===== src/rtl/bopit_round_ctrl_if.sv =====
// Bop-it round controller signal bundle: player inputs in, prompt and scores out.
// No latency of its own; carries plain levels and pulses only.
// No backpressure; every signal is a level or a single-cycle enable.
interface bopit_round_ctrl_if #(
  parameter int NSW     = 11,
  parameter int NBTN    = 4,
  parameter int SCORE_W = 7
);
  logic               tick;
  logic               start;
  logic               hard_mode;
  logic [NSW-1:0]     sw;
  logic [NBTN-1:0]    btn;
  logic [NSW-1:0]     led;
  logic [2:0]         letter;
  logic               busy;
  logic               game_over;
  logic [SCORE_W-1:0] score;
  logic [SCORE_W-1:0] last_score;
  logic [SCORE_W-1:0] high_score;

  modport slave (
    input  tick, start, hard_mode, sw, btn,
    output led, letter, busy, game_over, score, last_score, high_score
  );

  modport master (
    output tick, start, hard_mode, sw, btn,
    input  led, letter, busy, game_over, score, last_score, high_score
  );
endinterface


===== src/rtl/bopit_round_ctrl.sv =====
// Bop-it round controller: random prompt, tick-timed judgement, score keeping.
// Prompt valid two edges after inputs are released; the verdict lands on the sampling edge.
// No backpressure; a held input stalls the game in WAIT_REL.
module bopit_round_ctrl #(
  parameter int          NSW           = 11,
  parameter int          NBTN          = 4,
  parameter int          TIMEOUT_TICKS = 12,
  parameter int          SCORE_MAX     = 99,
  parameter int          SCORE_W       = 7,
  parameter logic [15:0] LFSR_SEED     = 16'hACE1
) (
  input  logic             clk,
  input  logic             rst,
  bopit_round_ctrl_if.slave bus
);

  localparam int T  = NSW + NBTN;
  localparam int TW = 5;
  localparam logic [7:0] LIM_NORM = 8'(TIMEOUT_TICKS);
  localparam logic [7:0] LIM_HARD = 8'(TIMEOUT_TICKS / 2);

  typedef enum logic [2:0] {
    S_IDLE,
    S_WAIT_REL,
    S_PICK,
    S_PROMPT,
    S_OVER
  } state_t;

  state_t             state_q, state_d;
  logic [15:0]        lfsr_q, lfsr_d;
  logic [TW-1:0]      target_q, target_d;
  logic               prev_valid_q, prev_valid_d;
  logic [7:0]         timer_q, timer_d;
  logic [7:0]         limit_q, limit_d;
  logic [SCORE_W-1:0] score_q, score_d;
  logic [SCORE_W-1:0] last_q, last_d;
  logic [SCORE_W-1:0] high_q, high_d;

  logic [T-1:0]       in_vec;
  logic [T-1:0]       tgt_onehot;
  logic               resp_hit;
  logic               resp_miss;
  logic [TW-1:0]      cand;
  logic [TW-1:0]      cand_inc;
  logic [7:0]         timer_inc;
  logic [SCORE_W-1:0] score_inc;

  assign in_vec     = {bus.btn, bus.sw};
  assign tgt_onehot = {{(T-1){1'b0}}, 1'b1} << target_q;
  assign resp_hit   = (in_vec == tgt_onehot);
  assign resp_miss  = (in_vec != '0) && !resp_hit;

  assign lfsr_d     = {lfsr_q[14:0], lfsr_q[15] ^ lfsr_q[13] ^ lfsr_q[12] ^ lfsr_q[10]};
  assign cand       = TW'(lfsr_q % T);
  assign cand_inc   = (cand == TW'(T - 1)) ? '0 : cand + TW'(1);
  assign timer_inc  = timer_q + 8'd1;
  assign score_inc  = (score_q >= SCORE_W'(SCORE_MAX)) ? score_q : score_q + SCORE_W'(1);

  always_comb begin
    state_d      = state_q;
    target_d     = target_q;
    prev_valid_d = prev_valid_q;
    timer_d      = timer_q;
    limit_d      = limit_q;
    score_d      = score_q;
    last_d       = last_q;
    high_d       = high_q;

    case (state_q)
      S_IDLE: begin
        if (bus.start) begin
          state_d = S_WAIT_REL;
          score_d = '0;
        end
      end
      S_WAIT_REL: begin
        if (in_vec == '0) state_d = S_PICK;
      end
      S_PICK: begin
        // Re-rolling onto the previous target just steps to the next one.
        target_d     = (prev_valid_q && cand == target_q) ? cand_inc : cand;
        prev_valid_d = 1'b1;
        limit_d      = bus.hard_mode ? LIM_HARD : LIM_NORM;
        timer_d      = '0;
        state_d      = S_PROMPT;
      end
      S_PROMPT: begin
        if (resp_hit) begin
          score_d = score_inc;
          state_d = S_WAIT_REL;
        end else if (resp_miss || (bus.tick && timer_inc == limit_q)) begin
          state_d = S_OVER;
          last_d  = score_q;
          high_d  = (score_q > high_q) ? score_q : high_q;
        end else if (bus.tick) begin
          timer_d = timer_inc;
        end
      end
      S_OVER: begin
        if (bus.start) begin
          state_d = S_WAIT_REL;
          score_d = '0;
        end
      end
      default: state_d = S_IDLE;
    endcase
  end

  always_ff @(posedge clk or posedge rst) begin
    if (rst) begin
      state_q      <= S_IDLE;
      lfsr_q       <= LFSR_SEED;
      target_q     <= '0;
      prev_valid_q <= 1'b0;
      timer_q      <= '0;
      limit_q      <= LIM_NORM;
      score_q      <= '0;
      last_q       <= '0;
      high_q       <= '0;
    end else begin
      state_q      <= state_d;
      lfsr_q       <= lfsr_d;
      target_q     <= target_d;
      prev_valid_q <= prev_valid_d;
      timer_q      <= timer_d;
      limit_q      <= limit_d;
      score_q      <= score_d;
      last_q       <= last_d;
      high_q       <= high_d;
    end
  end

  assign bus.led        = (state_q == S_PROMPT && target_q < TW'(NSW)) ? tgt_onehot[NSW-1:0] : '0;
  assign bus.letter     = (state_q == S_PROMPT && target_q >= TW'(NSW))
                          ? 3'(target_q - TW'(NSW) + TW'(1)) : 3'd0;
  assign bus.busy       = (state_q == S_WAIT_REL) || (state_q == S_PICK) || (state_q == S_PROMPT);
  assign bus.game_over  = (state_q == S_OVER);
  assign bus.score      = score_q;
  assign bus.last_score = last_q;
  assign bus.high_score = high_q;

endmodule


===== src/flat_wrapper.sv =====
// flat-port wrapper written by rule: the top's interface ports become plain ports
module bopit_round_ctrl_flat 
#(
  parameter int          NSW           = 11,
  parameter int          NBTN          = 4,
  parameter int          TIMEOUT_TICKS = 12,
  parameter int          SCORE_MAX     = 99,
  parameter int          SCORE_W       = 7,
  parameter logic [15:0] LFSR_SEED     = 16'hACE1
)
  (clk, rst, bus_tick, bus_start, bus_hard_mode, bus_sw, bus_btn, bus_led, bus_letter, bus_busy, bus_game_over, bus_score, bus_last_score, bus_high_score);
  bopit_round_ctrl_if #(.NSW(NSW), .NBTN(NBTN), .SCORE_W(SCORE_W)) bus_i ();
  input  logic clk;
  input  logic rst;
  input wire logic [$bits(bus_i.tick)-1:0] bus_tick;
  input wire logic [$bits(bus_i.start)-1:0] bus_start;
  input wire logic [$bits(bus_i.hard_mode)-1:0] bus_hard_mode;
  input wire logic [$bits(bus_i.sw)-1:0] bus_sw;
  input wire logic [$bits(bus_i.btn)-1:0] bus_btn;
  output wire logic [$bits(bus_i.led)-1:0] bus_led;
  output wire logic [$bits(bus_i.letter)-1:0] bus_letter;
  output wire logic [$bits(bus_i.busy)-1:0] bus_busy;
  output wire logic [$bits(bus_i.game_over)-1:0] bus_game_over;
  output wire logic [$bits(bus_i.score)-1:0] bus_score;
  output wire logic [$bits(bus_i.last_score)-1:0] bus_last_score;
  output wire logic [$bits(bus_i.high_score)-1:0] bus_high_score;
  assign bus_i.tick = bus_tick;
  assign bus_i.start = bus_start;
  assign bus_i.hard_mode = bus_hard_mode;
  assign bus_i.sw = bus_sw;
  assign bus_i.btn = bus_btn;
  assign bus_led = bus_i.led;
  assign bus_letter = bus_i.letter;
  assign bus_busy = bus_i.busy;
  assign bus_game_over = bus_i.game_over;
  assign bus_score = bus_i.score;
  assign bus_last_score = bus_i.last_score;
  assign bus_high_score = bus_i.high_score;
  bopit_round_ctrl #(.NSW(NSW), .NBTN(NBTN), .TIMEOUT_TICKS(TIMEOUT_TICKS), .SCORE_MAX(SCORE_MAX), .SCORE_W(SCORE_W), .LFSR_SEED(LFSR_SEED)) u_core (.clk(clk), .rst(rst), .bus(bus_i));
endmodule

===== config.mk =====
export PLATFORM = sky130hd
export DESIGN_NAME = bopit_round_ctrl_flat
export DESIGN_NICKNAME = d
export VERILOG_FILES = /design/src/rtl/bopit_round_ctrl_if.sv /design/src/rtl/bopit_round_ctrl.sv /design/src/flat_wrapper.sv
export SDC_FILE = /design/constraint.sdc
export NUM_CORES = 1
export LEC_CHECK = 0
export BUFFER_PORTS_ARGS = -buffer_cell sky130_fd_sc_hd__buf_2
export CORE_MARGIN = 2
export CORE_UTILIZATION = 52
export DETAILED_ROUTE_END_ITERATION = 10
export PLACE_DENSITY = 0.7
export SETUP_SLACK_MARGIN = 0.5
export SYNTH_ARGS = -nofsm -noshare
export SYNTH_HDL_FRONTEND = slang
export SYNTH_SLANG_ARGS = --single-unit

===== constraint.sdc =====
create_clock -name clk -period 27 [get_ports clk]
set_input_delay 6.75 -clock clk [delete_from_list [all_inputs] [get_ports clk]]
set_output_delay 6.75 -clock clk [all_outputs]
set_load 0.05 [all_outputs]

==> impl_metrics.toml <==
[run_status]
status = "finished clean"

[clock_tree]
clkLatencyLatePin_ns = 0.29
clk_pin_slew_worst_paths_ns = 0.07
cts-root-buf = "clkbuf_16"
cts_resized = 0
postCtsSetupRepairBufs = 0
cts_made_buffers = 5
cts_tree = "yes"
cts.sinks = 56
h-tree-depth = 2
hold_buffers = 0
clock_path_buffers = 2

[power_and_ir_drop]
netSwitchingPower_uw = 33.2
pwr-share-seq_pct = 54.0
p_comb_share_pct = 4.8
p_leak_nw = 2.73
p_int_uw = 123
irDropWorstVdd_mv = 0.0211
power.share.switching_pct = 21.2
clockPowerShare_pct = 41.2
power.density_nw_per_um2 = 23.0

[detailed_routing]
drc = 0
wl_um = 16900
drt_iter0_drc = 676
routed_via_density = 6.51
firstDrtPassIters = 5
vias = 6575
drtAntennaViolNets = 0
avgRoutedWirePerCell_um = 16.7

[setup_path]
worstSetupPathType = "reg -> reg"
crit-reg2reg-launch = "u_core.lfsr_q[13]"
cpPeakStageDelay_ns = 0.71
crit_required_ns = 27.21
crit_arrival_ns = 10.59
critPathLaunchType = "register"
crit_fanout = 19
cp_slowest_cell = "dfstp_2"
cpMostUsedCell = "ha_1"
worstSetupStartpoint = "u_core.lfsr_q[13]"
end_kind = "register"

[finish]
layout_common_cells = "82 x nand2_1, 80 x nor2_1, 62 x o21ai_0, 56 x buf_2, 47 x dfrtp_1"
final_nets = 895
n_fill_cell = 1111
antenna-diode-count = 0
drive_gt1_share_pct = 16.2
syn_to_final_growth_pct = 7.60
layout_commonest_cell = "nand2_1"
final_area_um2 = 6820

[timing]
finalWorstSetupSlack_ns = 16.62
rsz0062_at_grt = "no"
fmax_mhz = 96.3
finalMaxSlewViolations = 0
finalCritPeriodShare_pct = 38.4
worstMarginPinSlew_ns = 1.14
maxSlewHeadroom_pct = 23.3
finalSetupViolCount = 0
hold_viol_final = 0
finalCriticalPeriod_ns = 10.38
fin_setup_tns_ns = 0
skew_ns = 0.00621

[place]
dpl_worst_slack_ns = 16.83
dp_hpwl_um = 12800
dpl-instance-area_um2 = 6670
gp_congestion = 0.962
portBuffers = 56

[min_path]
hold_path_class = "reg -> reg"
min_from = "u_core.lfsr_q[5]"

[synthesis]
synth_warnings = 0
syn_nets = 863
syn-cell-area_um2 = 6340
seq_area_frac_synth_pct = 22.3
ys.flop_type = "dfrtp_1"
synth.area.top_cells = "dfrtp_1 19%, o21ai_0 4.9%, nand2_1 4.9%"
postSynthAreaPerCell_um2 = 7.64
synth_top_area_cell = "dfrtp_1"
synthCells = 830
ys_async_sr_fraction_pct = 100
yosysTopAreaCellShare_pct = 18.6
yosysUniqueCellTypes = 113
ys_seq_elements = 56
synth_edf_count = 0

[die]
fp.coreArea_um2 = 12000
die_h_um = 114
core.rowCount = 40
initial_core_util_pct = 53.0
ios = 57
die_x_um = 114
die_area_um2 = 13100

[global_routing]
grt_max_degree = 52
grt.total_usage_pct = 25.5
grt_pass1_wl_um = 28200
antenna_found_initial = 0
grt_pass1_vias = 6059
grt_overflow_total = 0

[run]
maxCapViolCount = 0
Yosys cell counts (5+ instances only):
cell type,number
nand2_1,82
nor2_1,81
o21ai_0,62
dfrtp_1,47
a21oi_1,44
nand3_1,35
nor3_1,33
inv_1,27
and2_1,22
nand2b_1,21
clkbuf_1,18
a31oi_1,17
xnor2_1,17
o211ai_1,14
xor2_1,14
and3_1,13
ha_1,13
mux2_2,13
a21o_1,12
nand4_1,11
dfstp_2,9
nor2b_1,9
a211o_1,8
buf_2,8
o31ai_1,8
nor4_1,7
o21a_1,7
o22ai_1,7
or3_1,7
a211oi_1,6
a21oi_2,6
a311oi_1,5
buf_4,5
o2111ai_1,5
o21ai_1,5
per-layer routing:
metal	routed length (um)	up-vias	part of all wire, %	global-route usage (%)
met4	285	0	1.7	8.46
met5	0	-	0	0
met3	899	32	5.3	2.12
met1	7600	3066	45	34.3
li1	-	3208	-	-
met2	8070	269	48	43.4
power groups by stage:
| stage | clock network (mW) | logic (mW) | registers (mW) |
|---|---|---|---|
| finish | 0.0645 | 0.00754 | 0.0846 |
| global route | 0.0700 | 0.00852 | 0.0845 |
| CTS | 0.0662 | 0.00767 | 0.0845 |
| detailed placement | 0 | 0.00764 | 0.0861 |
| global placement | 0 | 0.00743 | 0.0861 |
| floorplan | 0 | 0.00356 | 0.0869 |
cell families (layout without fill, tap and decap cells):
logic type / after synthesis / count (layout) / share of synthesized area (%)
simple gates: 365 / 365 / 30.3
compound gates: 281 / 281 / 32.6
buf+inv: 64 / 97 / 4.24
flops: 56 / 56 / 22.3
xor+xnor: 32 / 32 / 4.64
mux: 19 / 19 / 3.39
fa+ha+maj: 13 / 13 / 2.57
stage by stage:
step           hold WS, ns  utilization, %  std cells  power, mW
2_1_floorplan        0.352               -        830     0.0905
3_3_place_gp         0.417            55.8       1002     0.0935
3_5_place_dp         0.417            55.8       1002     0.0937
4_1_cts              0.426            57.0       1010      0.158
5_1_grt              0.433            57.0       1010      0.163
6_report             0.431            57.0       1010      0.157
state kept, by name, indices dropped and copies added, names as in the netlist:
register,count
u_core.lfsr_q,16
u_core.bus.last_score,7
u_core.target_q,5
u_core.bus.score,7
u_core.bus.high_score,7
u_core.timer_q,8
u_core.prev_valid_q,1
u_core.limit_q,2
u_core.state_q,3
final timing paths:
path | to | slack, ns | depth (start not counted)
max | u_core.target_q[1] | 16.62 | 37
min | u_core.lfsr_q[6] | 0.43 | 0
max reg2reg | u_core.target_q[1] | 16.62 | 37
min reg2reg | u_core.lfsr_q[6] | 0.43 | 0
max in group asynchronous | u_core.timer_q[7] | 19.85 | 3
min in group asynchronous | u_core.bus.last_score[1] | 6.32 | 2
critical path, delay by kind of cell (launching register included):
family,cells,cell delay (ns)
xor+xnor,1,0.19
simple gates,11,2.88
mux,1,0.40
flops,1,0.71
buf+inv,2,0.24
fa+ha+maj,3,0.86
compound gates,19,5.00
final cells by class:
type	count	area [um^2]	area share (%)
multi-input cells	710	4660	68.3
repair buffers	59	303	4.44
flip-flops and latches	56	1410	20.7
clock buffers	6	139	2.04
well taps	147	184	2.70
inverters	30	113	1.65
clock inverters	2	10.0	0.147
Note: power is estimated with default switching activity, not from simulation.
